[src/rtl/mul_seq_if.sv]
// Execute-stage multiply sequencer bus: request side from EX, result side
// toward the EX->MEM register, plus the stall to the hazard unit.
interface mul_seq_if #(
  parameter int unsigned XLEN      = 32,
  parameter int unsigned ADDR_SIZE = 5
);
  logic                 EX_mul;
  logic [XLEN-1:0]      EX_a;
  logic [XLEN-1:0]      EX_b;
  logic [ADDR_SIZE-1:0] EX_rd;
  logic                 kill;
  logic                 stall_mul;
  logic                 MUL_valid;
  logic [XLEN-1:0]      MUL_result;
  logic [ADDR_SIZE-1:0] MUL_rd;

  // Pipeline side: issues requests and flushes, consumes results.
  modport master (
    output EX_mul, EX_a, EX_b, EX_rd, kill,
    input  stall_mul, MUL_valid, MUL_result, MUL_rd
  );

  // Sequencer side.
  modport slave (
    input  EX_mul, EX_a, EX_b, EX_rd, kill,
    output stall_mul, MUL_valid, MUL_result, MUL_rd
  );
endinterface

[src/rtl/mul_seq.sv]
// Iterative radix-2 shift-add multiplier for the execute stage. Returns the
// low XLEN bits of EX_a * EX_b (sign-agnostic) and holds the front of the
// pipeline while iterating.
// Optional feature: define MUL_EARLY_OUT_EN to leave BUSY as soon as the
// remaining multiplier bits are all zero (variable latency, same result).
module mul_seq #(
  parameter int unsigned XLEN      = 32,
  parameter int unsigned ADDR_SIZE = 5,
  parameter int unsigned CNT_BITS  = 6
) (
  input  logic     clk,
  input  logic     rst,
  mul_seq_if.slave bus
);

  typedef enum logic [1:0] {StIdle, StBusy, StDone} state_e;

  localparam logic [CNT_BITS-1:0] LastCnt = CNT_BITS'(XLEN - 1);

  state_e               state_q, state_d;
  logic [XLEN-1:0]      acc_q, acc_d;
  logic [XLEN-1:0]      mcand_q, mcand_d;
  logic [XLEN-1:0]      mplier_q, mplier_d;
  logic [CNT_BITS-1:0]  cnt_q, cnt_d;
  logic [ADDR_SIZE-1:0] rd_q, rd_d;
  logic                 stall_mul;
  logic                 mul_valid;

  // Next-state, datapath iteration and handshake outputs.
  always_comb begin
    state_d   = state_q;
    acc_d     = acc_q;
    mcand_d   = mcand_q;
    mplier_d  = mplier_q;
    cnt_d     = cnt_q;
    rd_d      = rd_q;
    stall_mul = 1'b0;
    mul_valid = 1'b0;
    unique case (state_q)
      StIdle: begin
        // Stall combinationally so the requester is held from its first cycle.
        if (bus.EX_mul && !bus.kill) begin
          state_d   = StBusy;
          acc_d     = '0;
          mcand_d   = bus.EX_a;
          mplier_d  = bus.EX_b;
          rd_d      = bus.EX_rd;
          cnt_d     = '0;
          stall_mul = 1'b1;
        end
      end
      StBusy: begin
        stall_mul = 1'b1;
        if (bus.kill) begin
          state_d = StIdle;
        end else begin
          if (mplier_q[0]) begin
            acc_d = acc_q + mcand_q;
          end
          mcand_d  = mcand_q << 1;
          mplier_d = mplier_q >> 1;
          cnt_d    = cnt_q + 1'b1;
          if (cnt_q == LastCnt) begin
            state_d = StDone;
          end
`ifdef MUL_EARLY_OUT_EN
          if (mplier_d == '0) begin
            state_d = StDone;
          end
`endif
        end
      end
      StDone: begin
        // Stall drops here so the instruction leaves on the same edge as the result.
        mul_valid = !bus.kill;
        state_d   = StIdle;
      end
      default: begin
        state_d = StIdle;
      end
    endcase
  end

  // State and datapath registers with synchronous reset.
  always_ff @(posedge clk) begin
    if (rst) begin
      state_q  <= StIdle;
      acc_q    <= '0;
      mcand_q  <= '0;
      mplier_q <= '0;
      cnt_q    <= '0;
      rd_q     <= '0;
    end else begin
      state_q  <= state_d;
      acc_q    <= acc_d;
      mcand_q  <= mcand_d;
      mplier_q <= mplier_d;
      cnt_q    <= cnt_d;
      rd_q     <= rd_d;
    end
  end

  assign bus.stall_mul  = stall_mul;
  assign bus.MUL_valid  = mul_valid;
  assign bus.MUL_result = acc_q;
  assign bus.MUL_rd     = rd_q;

endmodule

[src/flat_wrapper.sv]
// flat-port wrapper written by rule: the top's interface ports become plain ports
module mul_seq_flat 
#(
  parameter int unsigned XLEN      = 32,
  parameter int unsigned ADDR_SIZE = 5,
  parameter int unsigned CNT_BITS  = 6
)
  (clk, rst, bus_EX_mul, bus_EX_a, bus_EX_b, bus_EX_rd, bus_kill, bus_stall_mul, bus_MUL_valid, bus_MUL_result, bus_MUL_rd);
  mul_seq_if #(.XLEN(XLEN), .ADDR_SIZE(ADDR_SIZE)) bus_i ();
  input  logic clk;
  input  logic rst;
  input wire logic [$bits(bus_i.EX_mul)-1:0] bus_EX_mul;
  input wire logic [$bits(bus_i.EX_a)-1:0] bus_EX_a;
  input wire logic [$bits(bus_i.EX_b)-1:0] bus_EX_b;
  input wire logic [$bits(bus_i.EX_rd)-1:0] bus_EX_rd;
  input wire logic [$bits(bus_i.kill)-1:0] bus_kill;
  output wire logic [$bits(bus_i.stall_mul)-1:0] bus_stall_mul;
  output wire logic [$bits(bus_i.MUL_valid)-1:0] bus_MUL_valid;
  output wire logic [$bits(bus_i.MUL_result)-1:0] bus_MUL_result;
  output wire logic [$bits(bus_i.MUL_rd)-1:0] bus_MUL_rd;
  assign bus_i.EX_mul = bus_EX_mul;
  assign bus_i.EX_a = bus_EX_a;
  assign bus_i.EX_b = bus_EX_b;
  assign bus_i.EX_rd = bus_EX_rd;
  assign bus_i.kill = bus_kill;
  assign bus_stall_mul = bus_i.stall_mul;
  assign bus_MUL_valid = bus_i.MUL_valid;
  assign bus_MUL_result = bus_i.MUL_result;
  assign bus_MUL_rd = bus_i.MUL_rd;
  mul_seq #(.XLEN(XLEN), .ADDR_SIZE(ADDR_SIZE), .CNT_BITS(CNT_BITS)) u_core (.clk(clk), .rst(rst), .bus(bus_i));
endmodule
[config.mk]
export PLATFORM = sky130hd
export DESIGN_NAME = mul_seq_flat
export DESIGN_NICKNAME = d
export VERILOG_FILES = /design/src/rtl/mul_seq_if.sv /design/src/rtl/mul_seq.sv /design/src/flat_wrapper.sv
export SDC_FILE = /design/constraint.sdc
export NUM_CORES = 1
export LEC_CHECK = 0
export CORE_MARGIN = 10
export CORE_UTILIZATION = 38
export CTS_CLUSTER_SIZE = 28
export DETAILED_ROUTE_END_ITERATION = 16
export SKIP_LAST_GASP = 1
export SLEW_MARGIN = 40
export SYNTH_ARGS = -nofsm -noshare
export SYNTH_HDL_FRONTEND = slang
export SYNTH_SLANG_ARGS = --single-unit
export TNS_END_PERCENT = 5
[constraint.sdc]
create_clock -name clk -period 2.85 [get_ports clk]
set_input_delay 0.4275 -clock clk [delete_from_list [all_inputs] [get_ports clk]]
set_output_delay 0.4275 -clock clk [all_outputs]
set_load 0.1 [all_outputs]
==> flow_summary.toml, run 1 <==
[outcome]
status = "finished, final reports clean"

[floorplan]
num_io_pins = 112
floorplan.rows = 45
die_x_um = 144
die_h_um = 144
dieArea_sq_um = 20800
core-area_sq_um = 15100
initial_core_util_pct = 38.7

[setup_path]
required_ns = 3.10
endpoint_kind = "flip-flop"
path_max_fanout = 4
cp-endpoint = "u_core.bus.MUL_result[28]$_SDFFE_PP0P_"
worstPathArrival_ns = 3.01
critPathKind = "reg -> reg"
regToRegEndpoint = "u_core.bus.MUL_result[28]$_SDFFE_PP0P_"
start_kind = "flip-flop"
reg2reg_depth = 12
timing.rr.start = "u_core.bus.MUL_result[0]$_SDFFE_PP0P_"
startpoint = "u_core.bus.MUL_result[0]$_SDFFE_PP0P_"
rrSetupSlack_ns = 0.09

[sta]
max_freq_mhz = 363
setup_viol = 0
fin_skew_ns = 0.00993
fin_crit_ns = 2.76
rsz0062_at_grt = "yes"
period_share_pct = 96.8
tns_ns = 0
max_slew.worst_pin.slew_ns = 0.613
hold_violations = 0
drv_slew = 0
relSlewSlack_pct = 59.1

[yosys]
yosys_warnings = 0
netlist_instances = 670
synth-seq-cells = 109
async_flop_share_pct = 0
netlist.area_leader.share_pct = 37.2
yosysSeqAreaShare_pct = 37.2
synth_edf_count = 0
syn_area_sq_um = 5870
synth_area_leaders = "dfxtp_1 37%, mux2i_1 10%, a211oi_1 8.4%"
synth_common_cells = "109 x dfxtp_1, 89 x nor2_1, 66 x a211oi_1"
synth_most_common_cell = "dfxtp_1"
yosysTopAreaCell = "dfxtp_1"
synthesis.nets = 776
netlist-cell-type-count = 52
ys.flop_type = "dfxtp_1"
syn_avg_cell_area_sq_um = 8.76

[clock_network]
htree_levels = 3
clk_path_buf_depth = 2
insertion_delay_ns = 0.35
cts_hold_buffers = 0
cts_tree = "done"
clkTransAtPathRegs_ns = 0.08
cts_buffers = 9
cts_sinks = 109
clockRootBuffer = "clkbuf_16"

[detailed_routing]
drc_errors = 0
routed_wirelength_mm = 16.2
via_per_inst = 5.44
firstDrtPassIters = 4
post_drt_wl_per_cell_um = 16.7
drt_iter0_markers = 279
ant_nets = 0
dr_total_vias = 5251

[power]
cellPowerDensity_nw_per_um2 = 479
ir_worst_vdd_mv = 0.286
p_leak_nw = 3.40

[layout]
drive_gt1_share_pct = 15.8
finalNetCount = 879
antenna_cells = 0
post-route-util_pct = 50.5
area_delta_synth_final_pct = 30.5

[min_path]
whs_path_depth = 2
hold_path_class = "reg -> reg"

[global_routing]
grt_pass1_vias = 5344
grt_max_degree = 41
grt_usage_pct = 15.5
grt.overflow.total = 0
antenna_found_initial = 0
grt_pass1_wl_mm = 26.2

[placed_design]
io_buffer_count = 111
hpwl_mm = 12.1
place.gp.congestion = 0.890

[job]
max_cap_violations = 0
## kinds of logic (layout without fill, tap and decap cells)
logic type | count (synthesis) | after routing | synth area share (%)
adder cells (fa/ha/maj) | 33 | 33 | 7.16
multiplexers | 61 | 61 | 10.4
AO/OA/AOI/OAI | 196 | 196 | 23.2
flip-flops | 109 | 109 | 37.2
AND/OR/NAND/NOR | 189 | 189 | 14.4
XOR/XNOR | 28 | 28 | 4.18
buffers and inverters | 54 | 162 | 3.45
## registers in the layout, summed over array words and instances, names as in the netlist
signal                 cells
u_core.bus.MUL_result     32
u_core.bus.MUL_rd          5
u_core.mcand_q            32
u_core.cnt_q               6
u_core.state_q             2
u_core.mplier_q           32
## cell type report
cell class                      count  area (sq um)
Inverter                           11          41.3
Clock inverter                      6          92.6
Multi-Input combinational cell    507          3590
Timing Repair Buffer              135          1250
Sequential cell                   109          2210
Clock buffer                       10           239
Tap cell                          188           235
Fill cell                        1463          7490
## placed cells by master (no fill, tap or decap), drive strengths merged, types with 8 or more instances in the layout
cell / count
a211oi: 66
a21o: 15
a21oi: 51
a22o: 14
a31oi: 9
buf: 64
clkbuf: 10
clkdlybuf4s50: 71
dfxtp: 109
ha: 32
inv: 13
mux2i: 61
nand2: 36
nand3: 19
nor2: 89
nor2b: 8
nor3: 9
o21ai: 11
xnor2: 15
xor2: 13
## metal layers
| metal | routed length [um] | up-vias | global-route usage [%] |
|---|---|---|---|
| met3 | 922 | 10 | 4.59 |
| li1 | - | 2669 | - |
| met1 | 7010 | 2489 | 18.3 |
| met2 | 8060 | 83 | 26.9 |
| met5 | 0 | - | 0 |
| met4 | 172 | 0 | 3.72 |
## worst max-delay path, cell delays in order (launching register included)
cell	delay [ns]
dfxtp_4	0.36
ha_4	0.17
inv_2	0.06
fa_2	0.21
nor2b_1	0.06
o31a_1	0.30
o211ai_1	0.34
nand4_1	0.28
a21oi_4	0.27
o31ai_2	0.09
a21o_1	0.18
xor2_1	0.13
a22o_1	0.19
## metrics by stage
step	cells	hold WS [ns]	total power [W]	setup WS, ns	area (sq um)
final	966	0.459	0.00367	0.0923	7660
after global routing	966	0.473	0.00384	-0.0197	7660
after CTS	962	0.461	0.00371	0.0167	7540
after detailed placement	946	0.450	0.00230	0.0284	7200
after global placement	946	0.442	0.00229	0.0911	7200
after floorplan	670	0.465	0.00207	-0.180	5900
## timing repair
action	CTS	global route
resized for setup	1	17
pin swaps	0	13
endpoints found under the setup margin	1	8
buffers inserted	0	3
## worst min-delay path by stage
stage	startpoint	to	slack, ns
after floorplan	u_core.mplier_q[31]$_SDFFE_PP0P_	u_core.mplier_q[31]$_SDFFE_PP0P_	0.46
after CTS	u_core.bus.MUL_rd[3]$_SDFFE_PP0P_	u_core.bus.MUL_rd[3]$_SDFFE_PP0P_	0.46
after detailed placement	u_core.bus.MUL_rd[3]$_SDFFE_PP0P_	u_core.bus.MUL_rd[3]$_SDFFE_PP0P_	0.45
after global routing	u_core.bus.MUL_rd[3]$_SDFFE_PP0P_	u_core.bus.MUL_rd[3]$_SDFFE_PP0P_	0.47
final	u_core.bus.MUL_rd[0]$_SDFFE_PP0P_	u_core.bus.MUL_rd[0]$_SDFFE_PP0P_	0.46
after global placement	u_core.bus.MUL_rd[4]$_SDFFE_PP0P_	u_core.bus.MUL_rd[4]$_SDFFE_PP0P_	0.44
## where the power goes
| group | leakage, nW | total, W | switching (W) | internal (W) |
|---|---|---|---|---|
| Sequential | 0.903 | 0.00167 | 0.0000613 | 0.00161 |
| Combinational | 2.34 | 0.000606 | 0.000320 | 0.000286 |
| Clock | 0.156 | 0.00139 | 0.000592 | 0.000801 |
| Total | 3.40 | 0.00367 | 0.000973 | 0.00269 |
Note: power is estimated with default switching activity, not from simulation.
==> run 2: changes to the inputs <==
--- a/config.mk
+++ b/config.mk
@@ -9,7 +9,6 @@
 export CORE_UTILIZATION = 38
 export CTS_CLUSTER_SIZE = 28
 export DETAILED_ROUTE_END_ITERATION = 16
-export SKIP_LAST_GASP = 1
 export SLEW_MARGIN = 40
 export SYNTH_ARGS = -nofsm -noshare
 export SYNTH_HDL_FRONTEND = slang
==> constraint.sdc (replaced) <==
create_clock -name clk -period 2.85 [get_ports clk]
set_input_delay 0.4275 -clock clk [delete_from_list [all_inputs] [get_ports clk]]
set_output_delay 0.4275 -clock clk [all_outputs]
set_load 0.01 [all_outputs]
==> flow_summary.toml, run 2 (synthesis gave the netlist of run 1 again) <==
[outcome]
status = "finished, final reports clean"

[global_routing]
grt_max_degree = 41
antenna_found_initial = 0
busiest_layer = "met2"
grt.overflow.total = 0
grt_usage_pct = 15.2
grt.met1_usage_pct = 18.9
grt_pass1_vias = 5167
grt_pass1_wl_mm = 25.8
grtUsageMet2_pct = 25.1
use_met3_pct = 3.71

[setup_path]
path_max_fanout = 4
start_kind = "flip-flop"
timing.rr.start = "u_core.mcand_q[0]$_SDFFE_PP0P_"
critPathKind = "reg -> reg"
required_ns = 3.10
worstPathArrival_ns = 3.00
endpoint_kind = "flip-flop"
startpoint = "u_core.mcand_q[0]$_SDFFE_PP0P_"

[floorplan]
dieArea_sq_um = 20800
core-area_sq_um = 15100
die_h_um = 144
die_x_um = 144
floorplan.rows = 45
num_io_pins = 112
initial_core_util_pct = 38.7

[sta]
fin_crit_ns = 2.75
relSlewSlack_pct = 51.9
setup_viol = 0
rsz0062_at_grt = "yes"
fin_skew_ns = 0.00671
hold_violations = 0
period_share_pct = 96.5
drv_slew = 0
tns_ns = 0
max_freq_mhz = 364
max_slew.worst_pin.slew_ns = 0.718

[layout]
mostFrequentLayoutCell = "clkdlybuf4s50_1"
drive_gt1_share_pct = 9.31
stdcell_area_sq_um = 7740
mostFrequentLayoutCells = "110 x clkdlybuf4s50_1, 106 x dfxtp_1, 88 x nor2_1, 65 x a211oi_1, 61 x mux2i_1"
antenna_cells = 0
fin_cells = 972
multiInputGateArea_sq_um = 3620
ff_latch_area_sq_um = 2190
post-route-util_pct = 51.1
area_delta_synth_final_pct = 32.0
finalNetCount = 885
n_fill_cell = 1400

[clock_network]
clkTransAtPathRegs_ns = 0.08
insertion_delay_ns = 0.36
htree_levels = 3
cts_buffers = 9
cts_sinks = 109
clockRootBuffer = "clkbuf_16"
cts_tree = "done"
clk_path_buf_depth = 2

[detailed_routing]
drc_errors = 0
dr_total_vias = 5284
ant_nets = 0
post_drt_wl_per_cell_um = 16.7
routed_wirelength_mm = 16.2
via_per_inst = 5.44
drt_iter0_markers = 324
firstDrtPassIters = 4

[placed_design]
dp_cells = 948
place_area_sq_um = 7260
hpwl_mm = 12.1
place.gp.congestion = 0.913
io_buffer_count = 111

[job]
max_cap_violations = 0

[min_path]
hold_path_class = "reg -> reg"
hold_start = "u_core.bus.MUL_rd[3]$_SDFFE_PP0P_"

[power]
p_seq_share_pct = 47.0
p_comb_share_pct = 15.8
switching_share_pct = 27.2
intPower_w = 0.00259
ir_worst_vdd_mv = 0.267
p_leak_nw = 3.32
switchingPower_w = 0.000965
cellPowerDensity_nw_per_um2 = 459
clockPowerShare_pct = 37.2
==> run 2: cell types whose count changed in the layout (fill, tap and decap cells not counted), moves of 2 or more <==
cell / delta
buf_4: -30
clkdlybuf4s50_1: +39
dfxtp_2: -19
buf_12: -2
dfxtp_1: +19
==> run 2: worst paths after layout <==
kind	end	slack (ns)	cells after the start
min	u_core.bus.MUL_rd[3]$_SDFFE_PP0P_	0.46	2
max	u_core.bus.MUL_result[30]$_SDFFE_PP0P_	0.10	12
min reg2reg	u_core.bus.MUL_rd[3]$_SDFFE_PP0P_	0.46	2
max reg2reg	u_core.bus.MUL_result[30]$_SDFFE_PP0P_	0.10	12
==> run 2: what timing repair did <==
action                                  4_1_cts  5_1_grt
endpoints found under the setup margin        0        8
buffers inserted                              0        8
hold buffers                                  0        0
resized for setup                             0       22
==> run 2: cell type report <==
cell class                      instances  share of cell area [%]
Clock buffer                            9                    2.91
Clock inverter                          7                    1.07
Inverter                               11                   0.533
Multi-Input combinational cell        507                    46.7
Sequential cell                       109                    28.3
Tap cell                              188                    3.04
Timing Repair Buffer                  141                    17.5
==> run 2: critical path, stage by stage (launching register included) <==
cell and delay, ns:
dfxtp_4 0.36, ha_4 0.16, inv_2 0.05, fa_2 0.21, nor2b_2 0.05, o31a_1 0.32, o211ai_1 0.38, nand4_1 0.27
a21oi_4 0.26, o31ai_2 0.08, a31oi_1 0.24, xnor2_1 0.10, a22o_1 0.17
==> run 2: routing by layer <==
layer / wire length, um / part of all wire [%] / up-vias
met5: 0 / 0 / -
li1: - / - / 2679
met4: 237 / 1.5 / 0
met2: 7680 / 47 / 101
met1: 7390 / 46 / 2490
met3: 893 / 5.5 / 14
==> run 2: per-stage QoR <==
| stage | setup slack [ns] | hold WS [ns] | total power (W) |
|---|---|---|---|
| floorplan | 0.226 | 0.465 | 0.00203 |
| global placement | 0.104 | 0.443 | 0.00224 |
| detailed placement | 0.0405 | 0.451 | 0.00226 |
| CTS | 0.0405 | 0.464 | 0.00358 |
| global route | -0.0353 | 0.492 | 0.00371 |
| finish | 0.101 | 0.463 | 0.00355 |
==> run 2: power by group through the flow <==
| stage | Sequential [W] | Combinational, W | Clock (W) |
|---|---|---|---|
| 3_5_place_dp | 0.00170 | 0.000557 | 0 |
| 6_report | 0.00167 | 0.000563 | 0.00132 |
| 2_1_floorplan | 0.00169 | 0.000349 | 0 |
| 5_1_grt | 0.00168 | 0.000623 | 0.00141 |
| 3_3_place_gp | 0.00170 | 0.000546 | 0 |
| 4_1_cts | 0.00167 | 0.000560 | 0.00136 |
